==> src/rtl/opb_register_bank_ppc2simulink_if.sv <==
// OPB slave-side bus bundle for the ppc2simulink register bank.
// Signal names and big-endian bit numbering follow the PPC OPB convention.
interface opb_register_bank_ppc2simulink_if;
  logic [0:31] OPB_ABus;
  logic [0:3]  OPB_BE;
  logic [0:31] OPB_DBus;
  logic        OPB_RNW;
  logic        OPB_select;
  logic        OPB_seqAddr;
  logic [0:31] Sl_DBus;
  logic        Sl_errAck;
  logic        Sl_retry;
  logic        Sl_toutSup;
  logic        Sl_xferAck;

  modport master (
    output OPB_ABus, OPB_BE, OPB_DBus, OPB_RNW, OPB_select, OPB_seqAddr,
    input  Sl_DBus, Sl_errAck, Sl_retry, Sl_toutSup, Sl_xferAck
  );

  modport slave (
    input  OPB_ABus, OPB_BE, OPB_DBus, OPB_RNW, OPB_select, OPB_seqAddr,
    output Sl_DBus, Sl_errAck, Sl_retry, Sl_toutSup, Sl_xferAck
  );
endinterface

==> src/rtl/opb_register_bank_ppc2simulink.sv <==
// OPB register bank: N_REGS byte-writable 32-bit registers driven to user logic,
// with readback, per-register write strobes and optional LSW/MSW atomic pairs.
//
// state   | meaning
// IDLE    | waiting for a bus hit
// ACK     | Sl_xferAck high for one cycle; new hits are ignored
module opb_register_bank_ppc2simulink #(
  parameter logic [31:0] C_BASEADDR   = 32'h0000_0000,
  parameter logic [31:0] C_HIGHADDR   = 32'h0000_00FF,
  parameter int          C_OPB_AWIDTH = 32,
  parameter int          C_OPB_DWIDTH = 32,
  parameter              C_FAMILY     = "virtex5",
  parameter int          N_REGS       = 4,
  parameter int          ATOMIC_PAIRS = 0,
  parameter logic [31:0] RESET_VAL    = 32'h0000_0000
) (
  input  logic                       OPB_Clk,
  input  logic                       OPB_Rst,
  opb_register_bank_ppc2simulink_if.slave opb,
  output logic [N_REGS*32-1:0]       user_data_out,
  output logic [N_REGS-1:0]          user_wr_strobe
);

  localparam int N_SHADOW = (N_REGS + 1) / 2;

  localparam logic [0:0] ST_IDLE = 1'b0;
  localparam logic [0:0] ST_ACK  = 1'b1;

  logic [0:0]        state_q, state_d;
  logic [31:0]       regs_q   [N_REGS];
  logic [31:0]       regs_d   [N_REGS];
  logic [31:0]       shadow_q [N_SHADOW];
  logic [31:0]       shadow_d [N_SHADOW];
  logic [31:0]       rdata_q, rdata_d;
  logic [N_REGS-1:0] strobe_q, strobe_d;

  logic [31:0] addr;
  logic [31:0] wdata;
  logic [31:0] offset;
  logic [29:0] word_idx;
  logic [3:0]  be_user;
  logic        in_range;
  logic        hit;

  assign addr     = opb.OPB_ABus;
  assign wdata    = opb.OPB_DBus;
  // BE[0] qualifies the most significant byte (DBus[0:7]).
  assign be_user  = {opb.OPB_BE[0], opb.OPB_BE[1], opb.OPB_BE[2], opb.OPB_BE[3]};
  assign in_range = (addr >= C_BASEADDR) && (addr <= C_HIGHADDR);
  assign hit      = opb.OPB_select && in_range && (state_q == ST_IDLE);
  assign offset   = addr - C_BASEADDR;
  assign word_idx = offset[31:2];

  function automatic logic [31:0] be_merge(input logic [31:0] old_v,
                                           input logic [31:0] new_v,
                                           input logic [3:0]  be);
    logic [31:0] res;
    res = old_v;
    for (int b = 0; b < 4; b++) begin
      if (be[b]) res[8*b +: 8] = new_v[8*b +: 8];
    end
    return res;
  endfunction

  always_comb begin
    state_d  = hit ? ST_ACK : ST_IDLE;
    regs_d   = regs_q;
    shadow_d = shadow_q;
    rdata_d  = '0;
    strobe_d = '0;
    for (int i = 0; i < N_REGS; i++) begin
      if (hit && (word_idx == 30'(i))) begin
        if (opb.OPB_RNW) begin
          rdata_d = regs_q[i];
        end else if ((ATOMIC_PAIRS != 0) && ((i % 2) == 0)) begin
          shadow_d[i/2] = be_merge(shadow_q[i/2], wdata, be_user);
        end else begin
          regs_d[i]   = be_merge(regs_q[i], wdata, be_user);
          strobe_d[i] = 1'b1;
          // MSW write commits the pair's LSW shadow in the same edge.
          if (ATOMIC_PAIRS != 0) begin
            regs_d[i - (i % 2)]   = shadow_q[i/2];
            strobe_d[i - (i % 2)] = 1'b1;
          end
        end
      end
    end
  end

  always_ff @(posedge OPB_Clk) begin
    if (OPB_Rst) begin
      state_q  <= ST_IDLE;
      rdata_q  <= '0;
      strobe_q <= '0;
      for (int i = 0; i < N_REGS; i++) regs_q[i] <= RESET_VAL;
      for (int j = 0; j < N_SHADOW; j++) shadow_q[j] <= '0;
    end else begin
      state_q  <= state_d;
      rdata_q  <= rdata_d;
      strobe_q <= strobe_d;
      regs_q   <= regs_d;
      shadow_q <= shadow_d;
    end
  end

  assign opb.Sl_xferAck = (state_q == ST_ACK);
  assign opb.Sl_DBus    = rdata_q;
  assign opb.Sl_errAck  = 1'b0;
  assign opb.Sl_retry   = 1'b0;
  assign opb.Sl_toutSup = 1'b0;

  for (genvar g = 0; g < N_REGS; g++) begin : g_out
    assign user_data_out[32*g +: 32] = regs_q[g];
  end
  assign user_wr_strobe = strobe_q;

  logic unused_ok;
  assign unused_ok = ^{opb.OPB_seqAddr, offset[1:0], (C_OPB_AWIDTH == 32),
                       (C_OPB_DWIDTH == 32), |C_FAMILY};

endmodule

==> src/flat_wrapper.sv <==
// flat-port wrapper written by rule: the top's interface ports become plain ports
module opb_register_bank_ppc2simulink_flat 
#(
  parameter logic [31:0] C_BASEADDR   = 32'h0000_0000,
  parameter logic [31:0] C_HIGHADDR   = 32'h0000_00FF,
  parameter int          C_OPB_AWIDTH = 32,
  parameter int          C_OPB_DWIDTH = 32,
  parameter              C_FAMILY     = "       ",
  parameter int          N_REGS       = 4,
  parameter int          ATOMIC_PAIRS = 0,
  parameter logic [31:0] RESET_VAL    = 32'h0000_0000
)
  (OPB_Clk, OPB_Rst, user_data_out, user_wr_strobe, opb_OPB_ABus, opb_OPB_BE, opb_OPB_DBus, opb_OPB_RNW, opb_OPB_select, opb_OPB_seqAddr, opb_Sl_DBus, opb_Sl_errAck, opb_Sl_retry, opb_Sl_toutSup, opb_Sl_xferAck);
  opb_register_bank_ppc2simulink_if opb_i ();
  input  logic OPB_Clk;
  input  logic OPB_Rst;
  output logic [N_REGS*32-1:0] user_data_out;
  output logic [N_REGS-1:0] user_wr_strobe;
  input wire logic [$bits(opb_i.OPB_ABus)-1:0] opb_OPB_ABus;
  input wire logic [$bits(opb_i.OPB_BE)-1:0] opb_OPB_BE;
  input wire logic [$bits(opb_i.OPB_DBus)-1:0] opb_OPB_DBus;
  input wire logic [$bits(opb_i.OPB_RNW)-1:0] opb_OPB_RNW;
  input wire logic [$bits(opb_i.OPB_select)-1:0] opb_OPB_select;
  input wire logic [$bits(opb_i.OPB_seqAddr)-1:0] opb_OPB_seqAddr;
  output wire logic [$bits(opb_i.Sl_DBus)-1:0] opb_Sl_DBus;
  output wire logic [$bits(opb_i.Sl_errAck)-1:0] opb_Sl_errAck;
  output wire logic [$bits(opb_i.Sl_retry)-1:0] opb_Sl_retry;
  output wire logic [$bits(opb_i.Sl_toutSup)-1:0] opb_Sl_toutSup;
  output wire logic [$bits(opb_i.Sl_xferAck)-1:0] opb_Sl_xferAck;
  assign opb_i.OPB_ABus = opb_OPB_ABus;
  assign opb_i.OPB_BE = opb_OPB_BE;
  assign opb_i.OPB_DBus = opb_OPB_DBus;
  assign opb_i.OPB_RNW = opb_OPB_RNW;
  assign opb_i.OPB_select = opb_OPB_select;
  assign opb_i.OPB_seqAddr = opb_OPB_seqAddr;
  assign opb_Sl_DBus = opb_i.Sl_DBus;
  assign opb_Sl_errAck = opb_i.Sl_errAck;
  assign opb_Sl_retry = opb_i.Sl_retry;
  assign opb_Sl_toutSup = opb_i.Sl_toutSup;
  assign opb_Sl_xferAck = opb_i.Sl_xferAck;
  opb_register_bank_ppc2simulink #(.C_BASEADDR(C_BASEADDR), .C_HIGHADDR(C_HIGHADDR), .C_OPB_AWIDTH(C_OPB_AWIDTH), .C_OPB_DWIDTH(C_OPB_DWIDTH), .C_FAMILY(C_FAMILY), .N_REGS(N_REGS), .ATOMIC_PAIRS(ATOMIC_PAIRS), .RESET_VAL(RESET_VAL)) u_core (.OPB_Clk(OPB_Clk), .OPB_Rst(OPB_Rst), .opb(opb_i), .user_data_out(user_data_out), .user_wr_strobe(user_wr_strobe));
endmodule
==> config.mk <==
export PLATFORM = sky130hd
export DESIGN_NAME = opb_register_bank_ppc2simulink_flat
export DESIGN_NICKNAME = d
export VERILOG_FILES = /design/src/rtl/opb_register_bank_ppc2simulink_if.sv /design/src/rtl/opb_register_bank_ppc2simulink.sv /design/src/flat_wrapper.sv
export SDC_FILE = /design/constraint.sdc
export NUM_CORES = 1
export LEC_CHECK = 0
export CAP_MARGIN = 15
export CELL_PAD_IN_SITES_DETAIL_PLACEMENT = 1
export CELL_PAD_IN_SITES_GLOBAL_PLACEMENT = 1
export CORE_MARGIN = 3
export CORE_UTILIZATION = 39
export DETAILED_ROUTE_END_ITERATION = 10
export GPL_ROUTABILITY_DRIVEN = 0
export PLACE_DENSITY_LB_ADDON = 0.1
export SLEW_MARGIN = 20
export SYNTH_ARGS = -nofsm -noshare
export SYNTH_HDL_FRONTEND = slang
export SYNTH_SLANG_ARGS = --single-unit
==> constraint.sdc <==
create_clock -name OPB_Clk -period 5.44 [get_ports OPB_Clk]
set_input_delay 1.088 -clock OPB_Clk [delete_from_list [all_inputs] [get_ports OPB_Clk]]
set_output_delay 1.088 -clock OPB_Clk [all_outputs]
set_load 0.02 [all_outputs]
Yosys cells after proc, flatten, opt, wreduce, memory -nomap -nowiden. Index checks and enable logic that the tools add are counted.

Bits in registers: 165. Bits of input ports: 73. Output and inout bits: 168. Word-level logic and storage cells: 71.

$lt $le $gt $ge: 2. Eq/ne operators: 3. Multiplexer cells: 10. Bitwise operators: 6. Reductions and logical operators: 28.

Operators by type and width (number): two-way mux 32 bit (8); == test 30 x 2 -> 1 bit (second input constant) (2); AND reduction 3 bit (16); >= comparator 32 x 1 -> 1 bit (second input constant) (1); <= comparator 32 x 8 -> 1 bit (second input constant) (1); == test 30 x 1 -> 1 bit (second input constant) (1); zero test 30 bit (1); OR reduction 2 bit (4); logical AND 1 bit (7); NOT 1 bit (6); two-way mux 1 bit (2).

Longest topological paths before layout.
Word-level depth: 12. Mapped depth: 6.

Worst setup path before layout. Ideal clock, no wire load.

Kind: in2reg. Start point: input opb_OPB_ABus[5]. End point: register u_core.regs_q, in the netlist u_core.user_data_out[0]. Data arrival time: 2506 ps. Data required time: 5317 ps. Path slack: 2812 ps. Stages on the path: 5. Buffers on the path: 1. Cells stage by stage: or4_4 -> nor3_4 -> buf_12 -> nand4_4 -> mux2i_1.

Cells in the longest elaborated chain, start to end: 6.

RTL lines: from (decl) (RTL line flat_wrapper.sv:19) `input wire logic [$bits(opb_i.OPB_ABus)-1:0] opb_OPB_ABus;`; >= comparator 32 x 1 -> 1 bit / <= comparator 32 x 8 -> 1 bit (equally long branches) (RTL line opb_register_bank_ppc2simulink.sv:49) `assign in_range = (addr >= C_BASEADDR) && (addr <= C_HIGHADDR);`; logical AND 1 bit (RTL line opb_register_bank_ppc2simulink.sv:49); logical AND 1 bit (2 in a row) (RTL line opb_register_bank_ppc2simulink.sv:50) `assign hit = opb.OPB_select && in_range && (state_q == ST_IDLE);`; logical AND 1 bit (*) (RTL line opb_register_bank_ppc2simulink.sv:72) `if (hit && (word_idx == 30'(i))) begin`; AND reduction 3 bit (no line) (*); to (signal assigned) (RTL line opb_register_bank_ppc2simulink.sv:101) `regs_q <= regs_d;`; to (decl) (RTL line opb_register_bank_ppc2simulink.sv:30) `logic [31:0] regs_q [N_REGS];`.

Mark *: on every way between the ends. The rest lies on a longest branch, timed or not. A chain may end at the register's enable or synchronous reset.

Final worst setup path.
Start point: input opb_OPB_ABus[5]. End point: register u_core.regs_q, in the netlist u_core.user_data_out[8].

The elaborated chain is that of the path after synthesis.

==> impl_metrics.yaml <==
clock_network:
  clock_latency_ns: 0.42
  cts_made_buffers: 17
  clock_sinks: 165
  hold_buffers: 0
  ctsHtreeMaxLevel: 4
  post_cts_resized: 0
  cts_root_buf: "clkbuf_16"
  cts_tree: "yes"
  clock_path_buffers: 2
  clk_pin_slew_ns: 0.06
  postCtsSetupRepairBufs: 0
synthesis:
  yosys_warnings: 0
  synth_largest_area_cell: "dfxtp_1"
  netlist_instances: 654
  synthMuxAreaShare_pct: 26.8
  synth_edf_count: 0
  synth_cell_types: 25
  synth_top_family_by_area: "multiplexers"
  synth-simple-area-share_pct: 26.1
  synth_ff_type: "dfxtp_1"
  syn-cell-area_um2: 7480
  ys_seq_elements: 165
  synth_adder_area_share_pct: 0
  async_flop_share_pct: 0
  syn_avg_cell_area_um2: 11.4
  synthXorXnorAreaFrac_pct: 0
  yosysSeqAreaShare_pct: 44.2
  synth_top_area_share_pct: 44.2
  synthTopCellsByArea: "dfxtp_1 44%, mux2i_1 17%, nand2b_1 17%"
  synth-compound-area-share_pct: 0
route:
  wl_per_cell_um: 20.3
  routed-via-count: 5743
  ant_nets: 0
  firstDrtPassIters: 4
  drc: 0
  drtIter0Drc: 119
  via_per_inst: 5.13
  finalWirelength_um: 22800
critical_path:
  reg2reg_from: "u_core.opb.Sl_xferAck"
  slowest_delay_ns: 0.71
  crit_buf_inv: 1
  path_class: "in2reg"
  arrival_ns: 3.70
  timing.reg2reg.setup_slack_ns: 3.06
  path_delay_family: "simple AND/OR/NAND/NOR gates"
  cpMaxStageDelayCell: "and4_1"
  worstPathCellList: "clkdlybuf4s50_1, or4_4, nor3_4, and4_1, mux2i_1"
  r2r-end: "u_core.user_data_out[8]"
  crit_fanout: 14
  r2r_cells: 4
  cp-end-kind: "flip-flop"
  worstPathRequired_ns: 5.78
  critPathLaunchType: "input pin"
global_route:
  overflow: 0
  grt_antenna_before_repair: 2
  gr-usage-all-layers_pct: 21.8
  grt_max_degree: 103
  grt_pass1_wl_um: 35100
  grt_pass1_vias: 6312
sta:
  clock.fmax_mhz: 297
  setup_viol: 0
  clock_skew_ns: 0.00794
  maxSlewHeadroom_pct: 27.1
  rsz0062_at_grt: "no"
  tightest_slew_ns: 1.09
  min_period_ns: 3.37
  hold_violations: 0
  final.period_utilization_pct: 61.9
  slew_violations: 0
  tns_ns: 0
layout:
  fillCellCount: 1979
  fin_area_um2: 10500
  nets: 946
  layout_common_cells: "230 x clkdlybuf4s50_1, 198 x nand2b_1, 165 x dfxtp_1"
  drive_gt1_share_pct: 10.3
  area_delta_synth_final_pct: 41.0
  layout_commonest_cell: "clkdlybuf4s50_1"
floorplanning:
  initial_utilization_pct: 39.8
  num_io_pins: 241
  placement_rows: 50
  die_h_um: 144
  die_width_um: 144
  core-area_um2: 18800
  dieArea_um2: 20900
status:
  status: "completed"
power:
  p_leak_nw: 4.59
  powerDensity_nw_per_um2: 246
  ir_worst_vdd_mv: 0.223
place:
  port_buffers: 234
  placed_area_um2: 9940
  dp_hpwl_um: 15900
flow_run:
  maxCapViolCount: 0
min_path:
  holdPathStages: 2
  hold_end: "u_core.user_data_out[73]"
  hp-start: "u_core.user_data_out[73]"
  min_path_type: "reg2reg"
synth_stat cells (2+ instances only):
| cell | count |
|---|---|
| nand2b_1 | 198 |
| dfxtp_1 | 165 |
| mux2i_1 | 128 |
| mux4_2 | 32 |
| clkbuf_1 | 28 |
| and2b_1 | 26 |
| nor2_1 | 18 |
| nand4_4 | 9 |
| nor4_1 | 9 |
| buf_4 | 8 |
| nor2b_1 | 7 |
| buf_2 | 5 |
| and4_1 | 4 |
| nand4_2 | 4 |
| buf_1 | 2 |
| nand2_1 | 2 |
logic make-up after synthesis:
family        count (synthesis)
mux                         160
buf+inv                      44
other cells                   1
flops                       165
simple gates                284
cell type report:
class	instances	area [um^2]	share of cell area, %
Antenna cell	1	2.50	0.0237
Clock buffer	19	453	4.30
Clock inverter	12	145	1.38
Multi-Input combinational cell	447	3960	37.6
Sequential cell	165	3300	31.3
Tap cell	234	293	2.78
Timing Repair Buffer	242	2380	22.6
sequential cells by signal (all words and copies together), names as in the netlist:
signal / cells
u_core.opb.Sl_DBus: 32
u_core.opb.Sl_xferAck: 1
u_core.user_data_out: 128
u_core.user_wr_strobe: 4
how the worst max path moves through the flow:
| stage | from | end | slack, ns | cells after the start |
|---|---|---|---|---|
| 2_1_floorplan | opb_OPB_ABus[5] | u_core.user_data_out[0] | 2.81 | 5 |
| 3_3_place_gp | opb_OPB_ABus[4] | u_core.user_data_out[20] | 1.66 | 5 |
| 3_5_place_dp | opb_OPB_ABus[5] | u_core.user_data_out[16] | 1.61 | 5 |
| 4_1_cts | opb_OPB_ABus[5] | u_core.user_data_out[16] | 2.05 | 5 |
| 5_1_grt | opb_OPB_ABus[5] | u_core.user_data_out[16] | 1.94 | 5 |
| 6_report | opb_OPB_ABus[5] | u_core.user_data_out[8] | 2.07 | 5 |
worst register-to-register path: stages, from the launching register on:
cell and delay (ns):
dfxtp_1 0.31, nor4b_1 0.22, and3_1 0.77, and4_1 0.72
mux2i_1 0.28
metal layers:
metal | vias up | track usage [%] | part of all wire [%]
met5 | - | 0 | 0.040
met3 | 41 | 4.03 | 3.9
met4 | 2 | 8.44 | 2.5
li1 | 2686 | - | -
met1 | 2851 | 26.8 | 42
met2 | 163 | 38.0 | 51
per-stage QoR:
step                      cells  util (%)  total power [W]  worst slack [ns]  hold slack (ns)
after floorplan             656         -          0.00133              2.81            0.555
after global routing       1120      56.2          0.00269              1.94            0.507
final                      1120      56.2          0.00260              2.07            0.487
after detailed placement   1088      53.0          0.00140              1.61            0.481
after CTS                  1119      56.2          0.00262              2.05            0.492
after global placement     1088      53.0          0.00139              1.66            0.470
power breakdown:
group          total (W)       switching, W  internal, W
clock network    0.00122           0.000517     0.000708
registers        0.00121  0.000000000000205      0.00121
logic           0.000164          0.0000747    0.0000897
Power figures use the tool's default switching activity.
